$ cat config.mk
export PLATFORM = sky130hd
export DESIGN_NAME = stage_if
export DESIGN_NICKNAME = d
export VERILOG_FILES = /design/src/rtl/stage_if_pkg.sv /design/src/rtl/stage_if_skid.sv /design/src/rtl/stage_if.sv
export SDC_FILE = /design/constraint.sdc
export NUM_CORES = 1
export LEC_CHECK = 0
export ABC_AREA = 1
export CORE_AREA = 3 3 169 171
export DETAILED_ROUTE_END_ITERATION = 7
export DIE_AREA = 0 0 172 174
export PLACE_DENSITY = 0.67
export REMOVE_ABC_BUFFERS = 1
export SYNTH_ARGS = -nofsm -noshare
export SYNTH_HDL_FRONTEND = slang
export SYNTH_SLANG_ARGS = --single-unit
$ cat constraint.sdc
create_clock -name clock -period 2.8 [get_ports clock]
set_clock_uncertainty 0.1 [all_clocks]
set_input_delay 0.42 -clock clock [delete_from_list [all_inputs] [get_ports clock]]
set_output_delay 0.42 -clock clock [all_outputs]
set_load 0.01 [all_outputs]
$ cat src/rtl/stage_if_pkg.sv
// Shared definitions for the IF stage: pc_select encodings, the NOP word,
// FSM state encoding and the redirect-target helper.
package stage_if_pkg;

  localparam logic [1:0] PCSEL_SEQ = 2'b00;
  localparam logic [1:0] PCSEL_BR  = 2'b01;
  localparam logic [1:0] PCSEL_JR  = 2'b10;
  localparam logic [1:0] PCSEL_J   = 2'b11;

  localparam logic [31:0] NOP_INSTR = 32'h0000_0000;

  typedef enum logic [0:0] {
    StReq  = 1'b0,
    StHold = 1'b1
  } if_state_e;

  // Word-aligned next-fetch target for a given pc_select encoding.
  function automatic logic [31:0] pc_target(input logic [1:0]  sel,
                                            input logic [31:0] pc_seq,
                                            input logic [31:0] pc_b,
                                            input logic [31:0] a_id,
                                            input logic [31:0] pc_j);
    logic [31:0] t;
    case (sel)
      PCSEL_BR: t = pc_b;
      PCSEL_JR: t = a_id;
      PCSEL_J:  t = pc_j;
      default:  t = pc_seq;
    endcase
    return {t[31:2], 2'b00};
  endfunction

endpackage

$ cat src/rtl/stage_if_skid.sv
// One-entry holding register for an instruction word that arrived while ID
// was stalled. Load has priority over unload; clear empties it synchronously.
module if_skid
  import stage_if_pkg::*;
(
  input  logic        clk_i,
  input  logic        clear_i,
  input  logic        load_i,
  input  logic        unload_i,
  input  logic [31:0] instr_i,
  input  logic [31:0] pc4_i,
  output logic        valid_o,
  output logic [31:0] instr_o,
  output logic [31:0] pc4_o
);

  logic        valid_q, valid_d;
  logic [31:0] instr_q, instr_d;
  logic [31:0] pc4_q, pc4_d;

  always_comb begin
    valid_d = valid_q;
    instr_d = instr_q;
    pc4_d   = pc4_q;
    if (load_i) begin
      valid_d = 1'b1;
      instr_d = instr_i;
      pc4_d   = pc4_i;
    end else if (unload_i) begin
      valid_d = 1'b0;
      instr_d = NOP_INSTR;
      pc4_d   = 32'h0;
    end
  end

  always_ff @(posedge clk_i) begin
    if (clear_i) begin
      valid_q <= 1'b0;
      instr_q <= NOP_INSTR;
      pc4_q   <= 32'h0;
    end else begin
      valid_q <= valid_d;
      instr_q <= instr_d;
      pc4_q   <= pc4_d;
    end
  end

  assign valid_o = valid_q;
  assign instr_o = instr_q;
  assign pc4_o   = pc4_q;

endmodule

$ cat src/rtl/stage_if.sv
// MIPS IF stage: owns the fetch PC, issues one-outstanding instruction reads,
// feeds the IF/ID register and applies ID redirects after one delay slot.
module stage_if
  import stage_if_pkg::*;
#(
  parameter logic [31:0] RESET_PC = 32'h0000_0000
) (
  input  logic        clock,
  input  logic        reset_0,
  input  logic [1:0]  pc_select,
  input  logic [31:0] pc_b,
  input  logic [31:0] pc_j,
  input  logic [31:0] a_id,
  input  logic        stall,
  output logic        im_req,
  output logic [31:0] im_addr,
  input  logic        im_ack,
  input  logic [31:0] im_data,
  output logic [31:0] pc4_id,
  output logic [31:0] instr_id,
  output logic        valid_id
);

  localparam logic [31:0] ResetPcAligned = {RESET_PC[31:2], 2'b00};

  if_state_e   state_q, state_d;
  logic [31:0] pc_fetch_q, pc_fetch_d;
  logic        valid_q, valid_d;
  logic [31:0] instr_q, instr_d;
  logic [31:0] pc4_q, pc4_d;
  logic        pend_valid_q, pend_valid_d;
  logic [31:0] pend_target_q, pend_target_d;

  logic        ack;
  logic        accept;
  logic        redirect;
  logic [31:0] pc_seq;
  logic [31:0] target;
  logic        skid_load, skid_unload, skid_valid;
  logic [31:0] skid_instr, skid_pc4;

  // A response only counts while a request is actually being driven.
  assign ack      = im_req & im_ack;
  assign accept   = !stall || !valid_q;
  assign redirect = valid_q && !stall && (pc_select != PCSEL_SEQ);
  assign pc_seq   = pc_fetch_q + 32'd4;
  assign target   = pc_target(pc_select, pc_seq, pc_b, a_id, pc_j);

  assign skid_load   = (state_q == StReq) && ack && !accept;
  assign skid_unload = (state_q == StHold) && accept;

  if_skid u_skid (
    .clk_i    (clock),
    .clear_i  (reset_0),
    .load_i   (skid_load),
    .unload_i (skid_unload),
    .instr_i  (im_data),
    .pc4_i    (pc_seq),
    .valid_o  (skid_valid),
    .instr_o  (skid_instr),
    .pc4_o    (skid_pc4)
  );

  // FSM: state register
  always_ff @(posedge clock) begin
    if (reset_0) begin
      state_q <= StReq;
    end else begin
      state_q <= state_d;
    end
  end

  // FSM: next state
  always_comb begin
    state_d = state_q;
    case (state_q)
      StReq:   if (ack && !accept) state_d = StHold;
      StHold:  if (accept) state_d = StReq;
      default: state_d = StReq;
    endcase
  end

  // FSM: outputs; reset drops the request combinationally so memory abandons it
  always_comb begin
    im_req = 1'b0;
    case (state_q)
      StReq:   im_req = !reset_0;
      default: im_req = 1'b0;
    endcase
  end

  // IF/ID register next state
  always_comb begin
    valid_d = valid_q;
    instr_d = instr_q;
    pc4_d   = pc4_q;
    if (accept) begin
      if (state_q == StHold) begin
        valid_d = skid_valid;
        instr_d = skid_instr;
        pc4_d   = skid_pc4;
      end else if (ack) begin
        valid_d = 1'b1;
        instr_d = im_data;
        pc4_d   = pc_seq;
      end else begin
        valid_d = 1'b0;
        instr_d = NOP_INSTR;
        pc4_d   = pc4_q;
      end
    end
  end

  // Fetch PC and pending redirect. A redirect that cannot land now (delay-slot
  // fetch still outstanding) parks in pending and is consumed by the next ack.
  always_comb begin
    pc_fetch_d    = pc_fetch_q;
    pend_valid_d  = pend_valid_q;
    pend_target_d = pend_target_q;
    if (ack) begin
      pc_fetch_d   = pend_valid_q ? pend_target_q : pc_seq;
      pend_valid_d = 1'b0;
    end
    if (redirect) begin
      if ((state_q == StHold) || ack) begin
        pc_fetch_d   = target;
        pend_valid_d = 1'b0;
      end else begin
        pend_valid_d  = 1'b1;
        pend_target_d = target;
      end
    end
  end

  always_ff @(posedge clock) begin
    if (reset_0) begin
      pc_fetch_q    <= ResetPcAligned;
      valid_q       <= 1'b0;
      instr_q       <= NOP_INSTR;
      pc4_q         <= 32'h0;
      pend_valid_q  <= 1'b0;
      pend_target_q <= 32'h0;
    end else begin
      pc_fetch_q    <= {pc_fetch_d[31:2], 2'b00};
      valid_q       <= valid_d;
      instr_q       <= instr_d;
      pc4_q         <= pc4_d;
      pend_valid_q  <= pend_valid_d;
      pend_target_q <= pend_target_d;
    end
  end

  assign im_addr  = pc_fetch_q;
  assign valid_id = valid_q;
  assign instr_id = instr_q;
  assign pc4_id   = pc4_q;

endmodule

# Yosys cells after proc, flatten, opt, wreduce, memory -nomap -nowiden
# Index checks and enable logic that the tools add are counted.
# word_totals
regBits	194
wordCells	59
# classes
addsub	1
n_eq_ne	3
muxes	23
bitwise_logic	3
reduce_logical	18
# ops
cell	n
32-bit 2-to-1 mux	11
32-bit one-hot mux with 3 select lines	1
32-bit by 3-bit adder with 32-bit output, second input constant	1
1-bit 2-to-1 mux	10
2-bit nonzero test	4
1-bit logical AND	6
2-bit equality test, second input constant	2
1-bit zero test	4
2-bit AND reduction	2
2-bit by 1-bit equality test with 1-bit output, second input constant	1
1-bit logical OR	2
1-bit NOT	2
1-bit one-hot mux with 2 select lines	1
1-bit bitwise AND	1

# Depth between registers and ports, before layout
# Gate-level depths: netlist (run 1).
# logic_depth
depth_word	6
ltp_mapped	12

# By module
# A second synthesis (run 1) with hierarchy kept.
# hier_totals
hier_cells	1432
hier_area_um2	9407.8
# modules_own_cells
module	instances	cells_each	area_each_um2
stage_if	1	1151	7169.4
if_skid	1	281	2238.4

# Worst setup path after synthesis (run 1)
# Ideal clock, no wire load.
# synth_timing
kind	flip-flop to flip-flop
from	reg pc_fetch_q[3] (netlist: im_addr[3])
to	reg pc_fetch_q[22] (netlist: im_addr[22])
arrival_time_ns	1.529
required_ns	2.585
slack_ns	1.056
stages_incl_launch_ff	13
n_path_buf	0
synth_period_minus_slack_ns	1.744
path_cell_list	dfxtp_1 -> ha_1 -> nand2_1 -> nor2_2 -> nand2_4 -> nor2_4 -> nand2_1 -> nand2_1 -> nand3_1 -> nand2_1 -> nand2_1 -> nand2_1 -> nor2_1
# synth_via
elab_chain_cells	5
word_cells_on_any_way	6
# synth_lines
item	line	source
start, declared	stage_if.sv:27	logic [31:0] pc_fetch_q, pc_fetch_d;
start signal, assigned	stage_if.sv:137	pc_fetch_q <= ResetPcAligned;
start signal, assigned	stage_if.sv:144	pc_fetch_q <= {pc_fetch_d[31:2], 2'b00};
32-bit by 3-bit adder with 32-bit output *	stage_if.sv:46	assign pc_seq = pc_fetch_q + 32'd4;
32-bit 2-to-1 mux	stage_if.sv:121	pc_fetch_d = pend_valid_q ? pend_target_q : pc_seq;
32-bit 2-to-1 mux	stage_if.sv:120	if (ack) begin
32-bit 2-to-1 mux	stage_if.sv:125	if ((state_q == StHold) || ack) begin
32-bit 2-to-1 mux *	stage_if.sv:124	if (redirect) begin
# Every way passes the cells marked *; elsewhere a longest branch is shown, timed or not.
# A chain may end at the register's enable or synchronous reset.

# Final worst setup path (run 1)
# layout_timing
from	reg state_q
to	reg pc4_q[9] (netlist: pc4_id[9])
# layout_via
elab_chain_cells	4
word_cells_on_any_way	5
# layout_lines
item	line	source
start, declared	stage_if.sv:26	if_state_e state_q, state_d;
start signal, assigned	stage_if.sv:67	state_q <= StReq;
start signal, assigned	stage_if.sv:69	state_q <= state_d;
1-bit 2-to-1 mux	stage_if.sv:86	case (state_q)
1-bit bitwise AND	stage_if.sv:43	assign ack = im_req & im_ack;
2-bit nonzero test (no source line)	n/a	
2-bit AND reduction (no source line)	n/a	
end signal, assigned	stage_if.sv:147	pc4_q <= pc4_d;
end, declared	stage_if.sv:30	logic [31:0] pc4_q, pc4_d;
# Parallel ways exist; a longest one is shown, timed or not.

==> results of run 1 <==
## Yosys cell counts (3+ instances only)
cell	instances
o211ai_1	18
a31oi_1	34
buf_4	9
o21ai_1	7
inv_2	10
dfxtp_1	188
inv_1	64
a32o_1	20
nand3_1	71
nor2_8	3
clkbuf_1	34
buf_1	16
xor2_1	7
buf_2	33
inv_4	3
nand2_2	14
nand3_2	5
o21ai_0	83
nor2_2	3
a21oi_1	172
nor2_1	86
nand2_4	4
nand2_1	414
nor2_4	11
nand3b_1	6
nand4_1	29
## flip-flops by register name, indices dropped and copies added, names as in the netlist
signal	count
pend_valid_q	1
u_skid.valid_o	1
u_skid.pc4_o	30
state_q	1
instr_id	32
pc4_id	30
u_skid.instr_o	32
pend_target_q	30
valid_id	1
im_addr	30
## cells by family (layout without fill, tap and decap cells)
kind of cell	after synthesis	count (layout)	share of synthesized area
AOI/OAI and AO/OA	346	346	0.209
other	1	4	0.000398
xor gates and xnor gates	7	7	0.00651
DFF	188	188	0.400
adders and majority gates	1	1	0.00133
and+or+nand+nor	649	649	0.304
buffers and inverters	173	360	0.0793
## routing by layer
layer / global-route usage / up-vias
li1: - / 4923
met1: 0.276 / 4599
met2: 0.331 / 354
met3: 0.0362 / 53
met4: 0.0735 / 0
met5: 0 / -
## final timing paths
check / to / slack (ps) / cells past startpoint
hold / removal: u_skid.pc4_o[3] / 360 / 2
hold reg to reg: u_skid.pc4_o[3] / 360 / 2
setup / recovery: pc4_id[9] / 600 / 8
setup reg to reg: pc4_id[9] / 600 / 8
## final cells by class
| class | count | area share |
|---|---|---|
| inverters | 79 | 0.0245 |
| multi-input cells | 1007 | 0.395 |
| repair buffers | 249 | 0.197 |
| well taps | 341 | 0.0343 |
| clock inverters | 13 | 0.0107 |
| flip-flops and latches | 188 | 0.303 |
| clock buffers | 19 | 0.0356 |
## stage by stage
stage | total power [mW] | hold slack [ps] | cell area [sq um] | util
after floorplan | 3.24 | 335 | 8980 | -
after global placement | 3.74 | 350 | 11900 | 0.439
after detailed placement | 3.75 | 357 | 11900 | 0.439
after CTS | 6.15 | 368 | 12400 | 0.460
after global routing | 6.36 | 384 | 12400 | 0.460
final | 6.10 | 365 | 12400 | 0.460
## where the power goes
| group | switching, mW | internal, mW |
|---|---|---|
| combinational | 0.454 | 0.407 |
| sequential | 0.0666 | 2.76 |
| clock | 1.14 | 1.28 |
## cells in the final DEF, fill, tap and decap left out, drive strengths merged, types with 18 or more instances in the layout
cell           count
a21oi            174
a31oi             34
a32o              20
buf               29
clkbuf            19
clkdlybuf4s50    220
dfxtp            188
inv               84
nand2            432
nand3             76
nand4             29
nor2             103
o211ai            18
o21ai             92
## critical path: stages (launching register included)
cell	delay, ps
dfxtp_1	380
nor2_4	150
nand2_4	120
nand2_4	210
inv_4	160
nor2_8	410
inv_4	230
a21oi_1	190
a21oi_1	80
==> summary.md, run 1 <==
| Metric | Value |
|---|---|
| IO Pins | `232` |
| Status | `finished clean` |
| Wire length on met1 | `14200 um` |
| RSZ-0062 raised after global routing | `false` |
| Total CTS buffers | `17` |
| Via/cell ratio | `5.24` |
| MaxCap Viol Count | `0` |
| Setup crit start | `state_q` |
| Routed len/inst | `16.6 um` |
| Worst vdd ir | `0.000315 V` |
| Layout cell share with drive strength beyond 1 | `0.0772` |
| Top sig layer | `met4` |
| Via count | `9929` |
| Row Count | `60` |
| Drt pass-1 iters | `5` |
| CTS tree | `built` |
| Placed cells | `1864` |
| Max_slew headroom | `0.482` |
| Sinks on Clock Net | `188` |
| Core box area | `27000 sq um` |
| Met3 wire length | `2070 um` |
| Final Hold Fails | `0` |
| Register area share after synthesis | `0.400` |
| Full die area | `29900 sq um` |
| Final setup TNS | `0 ps` |
| Critical path data arrival time | `2420 ps` |
| Required time of the critical path | `3020 ps` |
| CP Max Fanout | `34` |
| Post-synth EDFFs | `0` |
| GR Overflow Total | `0` |
| Initial antenna violation count | `0` |
| Starting Density | `0.348` |
| Worst Setup Path Type | `register to register` |
| Area of the multi-input gates | `4910 sq um` |
| Area leader, netlist | `dfxtp_1` |
| Yosys top cell area share | `0.400` |
| LEAKAGE | `4.85 nW` |
| Critical path endpoint category | `register` |
| Asr flop ratio synth | `0` |
| Mapped cell area | `9410 sq um` |
| Register Area | `3760 sq um` |
| Clk_lat worst skew | `440 ps` |
| Post-CTS sizing | `0` |
| FMAX | `456 MHz` |
| DRT iter0 DRCs | `859` |
| Nets@finish | `1677` |
| Chip height | `174 um` |
| Area Growth Syn to Fin | `32.2%` |
| Gpl congestion | `0.928` |
| Tmin final | `2200 ps` |
| Post-CTS Setup Bufs | `0` |
| Pwr/cell area | `490 nW/um^2` |
| Mapped Cells | `1365` |
| GRT Resource Usage Total | `0.206` |
| Synth warn | `0` |
| Worst hold start | `u_skid.pc4_o[3]` |
| Diodes inserted | `0` |
| Met2 wire len | `14300 um` |
| Worst Max-Slew Pin Slew | `777 ps` |
| DP Worst Slack | `184 ps` |
| Worst Hold Class | `register to register` |
| Cts hold-fix bufs | `0` |
| Largest net degree at the start of global routing | `64` |
| Setup ws final | `605 ps` |
| # setup viols final | `0` |
| Die Width | `172 um` |
| Yosys reg bits | `188` |
| Number of fill cells | `2746` |
| Max Slew Vio Count | `0` |
| CP Launch Type | `register` |
| Root Driver | `clkbuf_16` |
| Mean Syn Cell Area | `6.90 sq um` |
| Final HPWL from detailed placement | `21700 um` |
| CTS clk-pin slew, worst paths | `70 ps` |
| First-pass GRT wire length | `49500 um` |
| R2R Path Start | `state_q` |
| H-tree depth | `4` |
| Longest Clk Path Bufs | `2` |
| Final ANT Viol Nets | `0` |
| Total length of routed wires | `31500 um` |
| DRC | `0` |
| Number of global-route vias before repair | `9302` |
| Synth area leaders | `dfxtp_1 (40%), nand2_1 (17%), a21oi_1 (9.1%), o21ai_0 (4.4%), nand3_1 (3.8%)` |
| Synth unique cells | `42` |
| Final Cycle Share | `0.784` |
| Non-filler cells, final | `1896` |
| Dominant synthesized flop cell | `dfxtp_1` |
| IO buf count | `221` |
(Power assumes the default switching activity.)
==> run 2, diff against run 1 <==
Clock period 2.8 ns to 2.08 ns, I/O delays scaled along.
==> summary.md, run 2 (synthesis results as in run 1) <==
| Metric | Value |
|---|---|
| Worst vdd ir | `0.000506 V (+61%)` |
| Via count | `10063 (+1.3%)` |
| Worst path max stage delay | `620 ps (+210 ps)` |
| Longest Clk Path Bufs | `2 (unchanged)` |
| Final HPWL from detailed placement | `22300 um (+2.4%)` |
| CP Launch Type | `register` |
| Clk pwr share | `0.403 (+0.007)` |
| Setup crit start | `im_addr[4]` |
| Area Growth Syn to Fin | `36.1%` |
| CP Max Fanout | `7 (-79%)` |
| Final core utilization | `0.474 (+0.0137)` |
| Max_slew headroom | `0.632 (+0.150)` |
| Register Area | `3760 sq um (unchanged)` |
| Critical path endpoint category | `primary output` |
| Final Hold Fails | `0 (unchanged)` |
| Max Slew Vio Count | `0 (unchanged)` |
| DRT iter0 DRCs | `743 (-14%)` |
| Top Family by Delay on Critical Path | `buffers and inverters` |
| Pwr/cell area | `655 nW/um^2 (+34%)` |
| IO Pins | `232 (unchanged)` |
| CTS tree | `built` |
| Row Count | `60 (unchanged)` |
| Required time of the critical path | `1670 ps (-1350 ps)` |
| Initial antenna violation count | `0 (unchanged)` |
| Number of fill cells | `2701 (-1.6%)` |
| FMAX | `508 MHz` |
| Final Cycle Share | `0.946` |
| Status | `finished clean` |
| R2R Path Start | `im_addr[2]` |
| Worst Setup Path Type | `register to primary output` |
| Sw Pwr | `2.35 mW (+41%)` |
| Logic pwr share | `0.144 (+0.003)` |
| GR Overflow Total | `0 (unchanged)` |
| Largest net degree at the start of global routing | `84 (+31%)` |
| Worst Hold Class | `input pin to register` |
| Nets@finish | `1700 (+1.4%)` |
| Gpl congestion | `0.906 (-2.4%)` |
| Worst Max-Slew Pin Slew | `552 ps (-225 ps)` |
| GRT Resource Usage Total | `0.206 (about the same)` |
| Cts hold-fix bufs | `0 (unchanged)` |
| Core box area | `27000 sq um (unchanged)` |
| Tmin final | `1970 ps` |
| Diodes inserted | `0 (unchanged)` |
| Area of the multi-input gates | `4910 sq um (unchanged)` |
| Critical path data arrival time | `1560 ps (-860 ps)` |
| LEAKAGE | `5.04 nW (+3.9%)` |
| Total CTS buffers | `17 (unchanged)` |
| Full die area | `29900 sq um (unchanged)` |
| Worst-path cell chain | `clkdlybuf4s50_1` |
| Final Power | `8.39 mW (+38%)` |
| Sw Share | `0.280 (+0.00756)` |
| Commonest non-fill, non-tap cell in the layout | `nand2_1` |
| Post-CTS Setup Bufs | `0 (unchanged)` |
| Die Width | `172 um (unchanged)` |
| IO buf count | `221 (unchanged)` |
| CP Buf/Inv Count | `1 (-1)` |
| Clk_lat worst skew | `430 ps (about the same)` |
| MaxCap Viol Count | `0 (unchanged)` |
| Placed cells | `1887 (+1.2%)` |
| Worst hold start | `reset_0` |
| Setup ws final | `111 ps (-493 ps)` |
| Final ANT Viol Nets | `0 (unchanged)` |
| RSZ-0062 raised after global routing | `false` |
| CTS clk-pin slew, worst paths | `80 ps (about the same)` |
| Flop pwr share | `0.453 (-0.010)` |
| Root Driver | `clkbuf_16` |
| First-pass GRT wire length | `50100 um (+1.2%)` |
| Via/cell ratio | `5.24 (+0.13%)` |
| Final Instance Area | `12800 sq um (+3.0%)` |
| # setup viols final | `0 (unchanged)` |
| Non-filler cells, final | `1919 (+1.2%)` |
| Crit-path slowest cell | `clkdlybuf4s50_1` |
| H-tree depth | `4 (unchanged)` |
| Drt pass-1 iters | `5 (unchanged)` |
| DP Worst Slack | `-157 ps (-341 ps)` |
| Total length of routed wires | `31600 um (+0.29%)` |
| Internal cell power | `6.04 mW (+36%)` |
| Sinks on Clock Net | `188 (unchanged)` |
| Number of global-route vias before repair | `9427 (+1.3%)` |
| Chip height | `174 um (unchanged)` |
| DRC | `0 (unchanged)` |
| Starting Density | `0.348 (unchanged)` |
| Layout cell share with drive strength beyond 1 | `0.0913 (+0.0141)` |
| Placed inst area | `12200 sq um (+2.7%)` |
| Routed len/inst | `16.5 um (-0.92%)` |
| Post-CTS sizing | `0 (unchanged)` |
| Most frequent cells in the layout | `nand2_1 (414), clkdlybuf4s50_1 (220), dfxtp_1 (188)` |
==> run 2: power by group through the flow <==
stage / sequential (mW) / clock (mW) / combinational [mW]
2_1_floorplan: 3.90 / 0 / 0.464
3_3_place_gp: 3.88 / 0 / 1.20
3_5_place_dp: 3.88 / 0 / 1.21
4_1_cts: 3.80 / 3.44 / 1.22
5_1_grt: 3.81 / 3.59 / 1.33
6_report: 3.80 / 3.38 / 1.21
==> run 2: worst paths after layout <==
check / to / slack [ps] / cells after the start
worst min-delay path: instr_id[30] / 300 / 3
worst max register to register: im_addr[9] / 170 / 9
worst max-delay path: im_addr[4] / 110 / 1
worst min register to register: u_skid.valid_o / 360 / 2
==> run 2: layout make-up <==
cell class,instances,area share
repair buffers,272,0.217
inverters,79,0.0238
flip-flops and latches,188,0.294
well taps,341,0.0333
multi-input cells,1007,0.384
clock buffers,17,0.0332
clock inverters,15,0.0154
==> run 2: through the flow <==
| stage | TNS (ps) | hold slack, ps |
|---|---|---|
| finish | 0 | 300 |
| global route | 0 | 298 |
| CTS | 0 | 278 |
| detailed placement | -1770 | 356 |
| global placement | -519 | 349 |
| floorplan | -134510 | 281 |
==> run 2: layer usage <==
metal	vias to the layer above	wire length, um	global-route usage	share of wire
li1	4972	-	-	-
met1	4677	13700	0.275	0.43
met2	371	14800	0.334	0.47
met3	43	2270	0.0384	0.072
met4	0	796	0.0665	0.025
met5	-	0	0	0
==> run 3, diff against run 2 <==
Settings changed: CORE_AREA 3 3 169 171 to 5 5 144 146, DIE_AREA 0 0 172 174 to 0 0 149 151, PLACE_DENSITY 0.67 to 0.88, SLEW_MARGIN from default to 10.
==> summary.md, run 3 (synthesis results as in run 1) <==
| Metric | Value |
|---|---|
| First-pass GRT wire length | `49200 um (-1.8%)` |
| IO buf count | `221 (unchanged)` |
| Most frequent cells in the layout | `nand2_1 (414), clkdlybuf4s50_1 (220), dfxtp_1 (188)` |
| Largest net degree at the start of global routing | `54 (-36%)` |
| Status | `finished clean` |
| Worst Setup Path Type | `register to primary output` |
| Levels on crit path | `1 (unchanged)` |
| FMAX | `505 MHz (-0.57%)` |
| Worst vdd ir | `0.000584 V (+15%)` |
| Die Width | `149 um (-13%)` |
| Max Slew Vio Count | `0 (unchanged)` |
| Final Hold Fails | `0 (unchanged)` |
| Worst-path cell chain | `clkdlybuf4s50_1` |
| # setup viols final | `0 (unchanged)` |
| Critical path data arrival time | `1570 ps (about the same)` |
| Gpl congestion | `0.954 (+5.4%)` |
| CP Max Fanout | `7 (unchanged)` |
| CP Launch Type | `register` |
| Root Driver | `clkbuf_16` |
| Number of global-route vias before repair | `9802 (+4.0%)` |
| Final core utilization | `0.657 (+0.183)` |
| Nets@finish | `1696 (-0.24%)` |
| Placed inst area | `12000 sq um (-1.2%)` |
| Final Cycle Share | `0.952 (+0.00545)` |
| Commonest non-fill, non-tap cell in the layout | `nand2_1` |
| Pwr/cell area | `661 nW/um^2 (+0.98%)` |
| Required time of the critical path | `1670 ps (about the same)` |
| Max_slew headroom | `0.580 (-0.0525)` |
| GR Overflow Total | `0 (unchanged)` |
| DRC | `0 (unchanged)` |
| Final HPWL from detailed placement | `21800 um (-2.2%)` |
| IO Pins | `232 (unchanged)` |
| Cts hold-fix bufs | `0 (unchanged)` |
| Hold Path Depth | `3 (unchanged)` |
| Chip height | `151 um (-13%)` |
| H-tree depth | `4 (unchanged)` |
| Drt pass-1 iters | `6 (+1)` |
| Tmin final | `1980 ps (+11.3 ps)` |
| Final ANT Viol Nets | `0 (unchanged)` |
| Routed len/inst | `16.9 um (+2.8%)` |
| Total length of routed wires | `31100 um (-1.5%)` |
| Diodes inserted | `0 (unchanged)` |
| Layout cell share with drive strength beyond 1 | `0.0902 (-0.00104)` |
| Worst path max stage delay | `650 ps (+30 ps)` |
| Final Power | `8.38 mW (-0.16%)` |
| Critical path endpoint category | `primary output` |
| GRT Resource Usage Total | `0.268 (+0.0625)` |
| MaxCap Viol Count | `0 (unchanged)` |
| Initial antenna violation count | `0 (unchanged)` |
| Final Instance Area | `12700 sq um (-1.1%)` |
| Top Family by Delay on Critical Path | `buffers and inverters` |
| DP Worst Slack | `-36.6 ps (+120 ps)` |
| Sinks on Clock Net | `188 (unchanged)` |
| Final setup TNS | `0 ps (unchanged)` |
| Worst Max-Slew Pin Slew | `631 ps (+78.8 ps)` |
| CP Buf/Inv Count | `1 (unchanged)` |
| Row Count | `51 (-15%)` |
| Setup ws final | `100 ps (-11.3 ps)` |
| RSZ-0062 raised after global routing | `false` |
| Cell depth of the worst flop-to-flop path | `11 (+2)` |
| LEAKAGE | `5.01 nW (-0.54%)` |
| Via/cell ratio | `5.66 (+7.9%)` |
| Starting Density | `0.489 (+0.140)` |
| Longest Clk Path Bufs | `2 (unchanged)` |
| CTS tree | `built` |
| Clk_lat worst skew | `430 ps (about the same)` |
| CTS clk-pin slew, worst paths | `80 ps (about the same)` |
| Crit-path slowest cell | `clkdlybuf4s50_1` |
| Total CTS buffers | `17 (unchanged)` |
| DRT iter0 DRCs | `867 (+17%)` |
| Core box area | `19300 sq um (-29%)` |
| Full die area | `22500 sq um (-25%)` |
| Via count | `10405 (+3.4%)` |
| Area Growth Syn to Fin | `34.5%` |
| Worst Hold Class | `input pin to register` |
## run 3: timing repair
item / CTS / global route
setup endpoints to repair: 0 / 1
resized for setup: 0 / 2
endpoints found under the hold margin: 0 / 0
setup buffers: 0 / 0
## run 3: final timing paths
kind / start / endpoint / slack (ps)
worst max-delay path: im_addr[4] / im_addr[4] / 100
worst min-delay path: reset_0 / u_skid.pc4_o[31] / 220
worst min register to register: u_skid.pc4_o[4] / u_skid.pc4_o[4] / 360
worst max register to register: im_addr[10] / im_addr[22] / 170
## run 3: layout make-up
cell class	instances	area (sq um)
clock buffer	17	425
clock inverter	15	198
fill	1649	6610
inverter	79	305
multi-input combinational	1007	4920
sequential	188	3760
tap	265	332
timing repair buffer	268	2720
## run 3: worst register-to-register path: stages (launching register included)
cell and delay, ps:
dfxtp_1 460, nand2_1 200, nor2_2 200, nand2_1 150, nor2_4 140, nand2_1 70
nand2_1 120, nand3_1 120, nand2_1 110, nand2_1 50, nand2_1 50, nor2_1 40
## run 3: power breakdown
group,internal [mW],switching (mW),total (mW)
clock,1.75,1.62,3.37
sequential,3.71,0.0844,3.80
combinational,0.587,0.626,1.21
## run 3: layer usage
| layer | share of wire | vias up | wire, um | global-route usage |
|---|---|---|---|---|
| li1 | - | 4966 | - | - |
| met5 | 0 | - | 0 | 0 |
| met1 | 0.40 | 4821 | 12400 | 0.334 |
| met3 | 0.082 | 95 | 2550 | 0.0586 |
| met4 | 0.043 | 0 | 1330 | 0.118 |
| met2 | 0.48 | 523 | 14900 | 0.448 |
## run 3: through the flow
step / std cells / hold slack, ps
floorplan: 1274 / 281
global placement: 1807 / 349
detailed placement: 1807 / 356
CTS: 1839 / 208
global route: 1839 / 235
finish: 1839 / 225
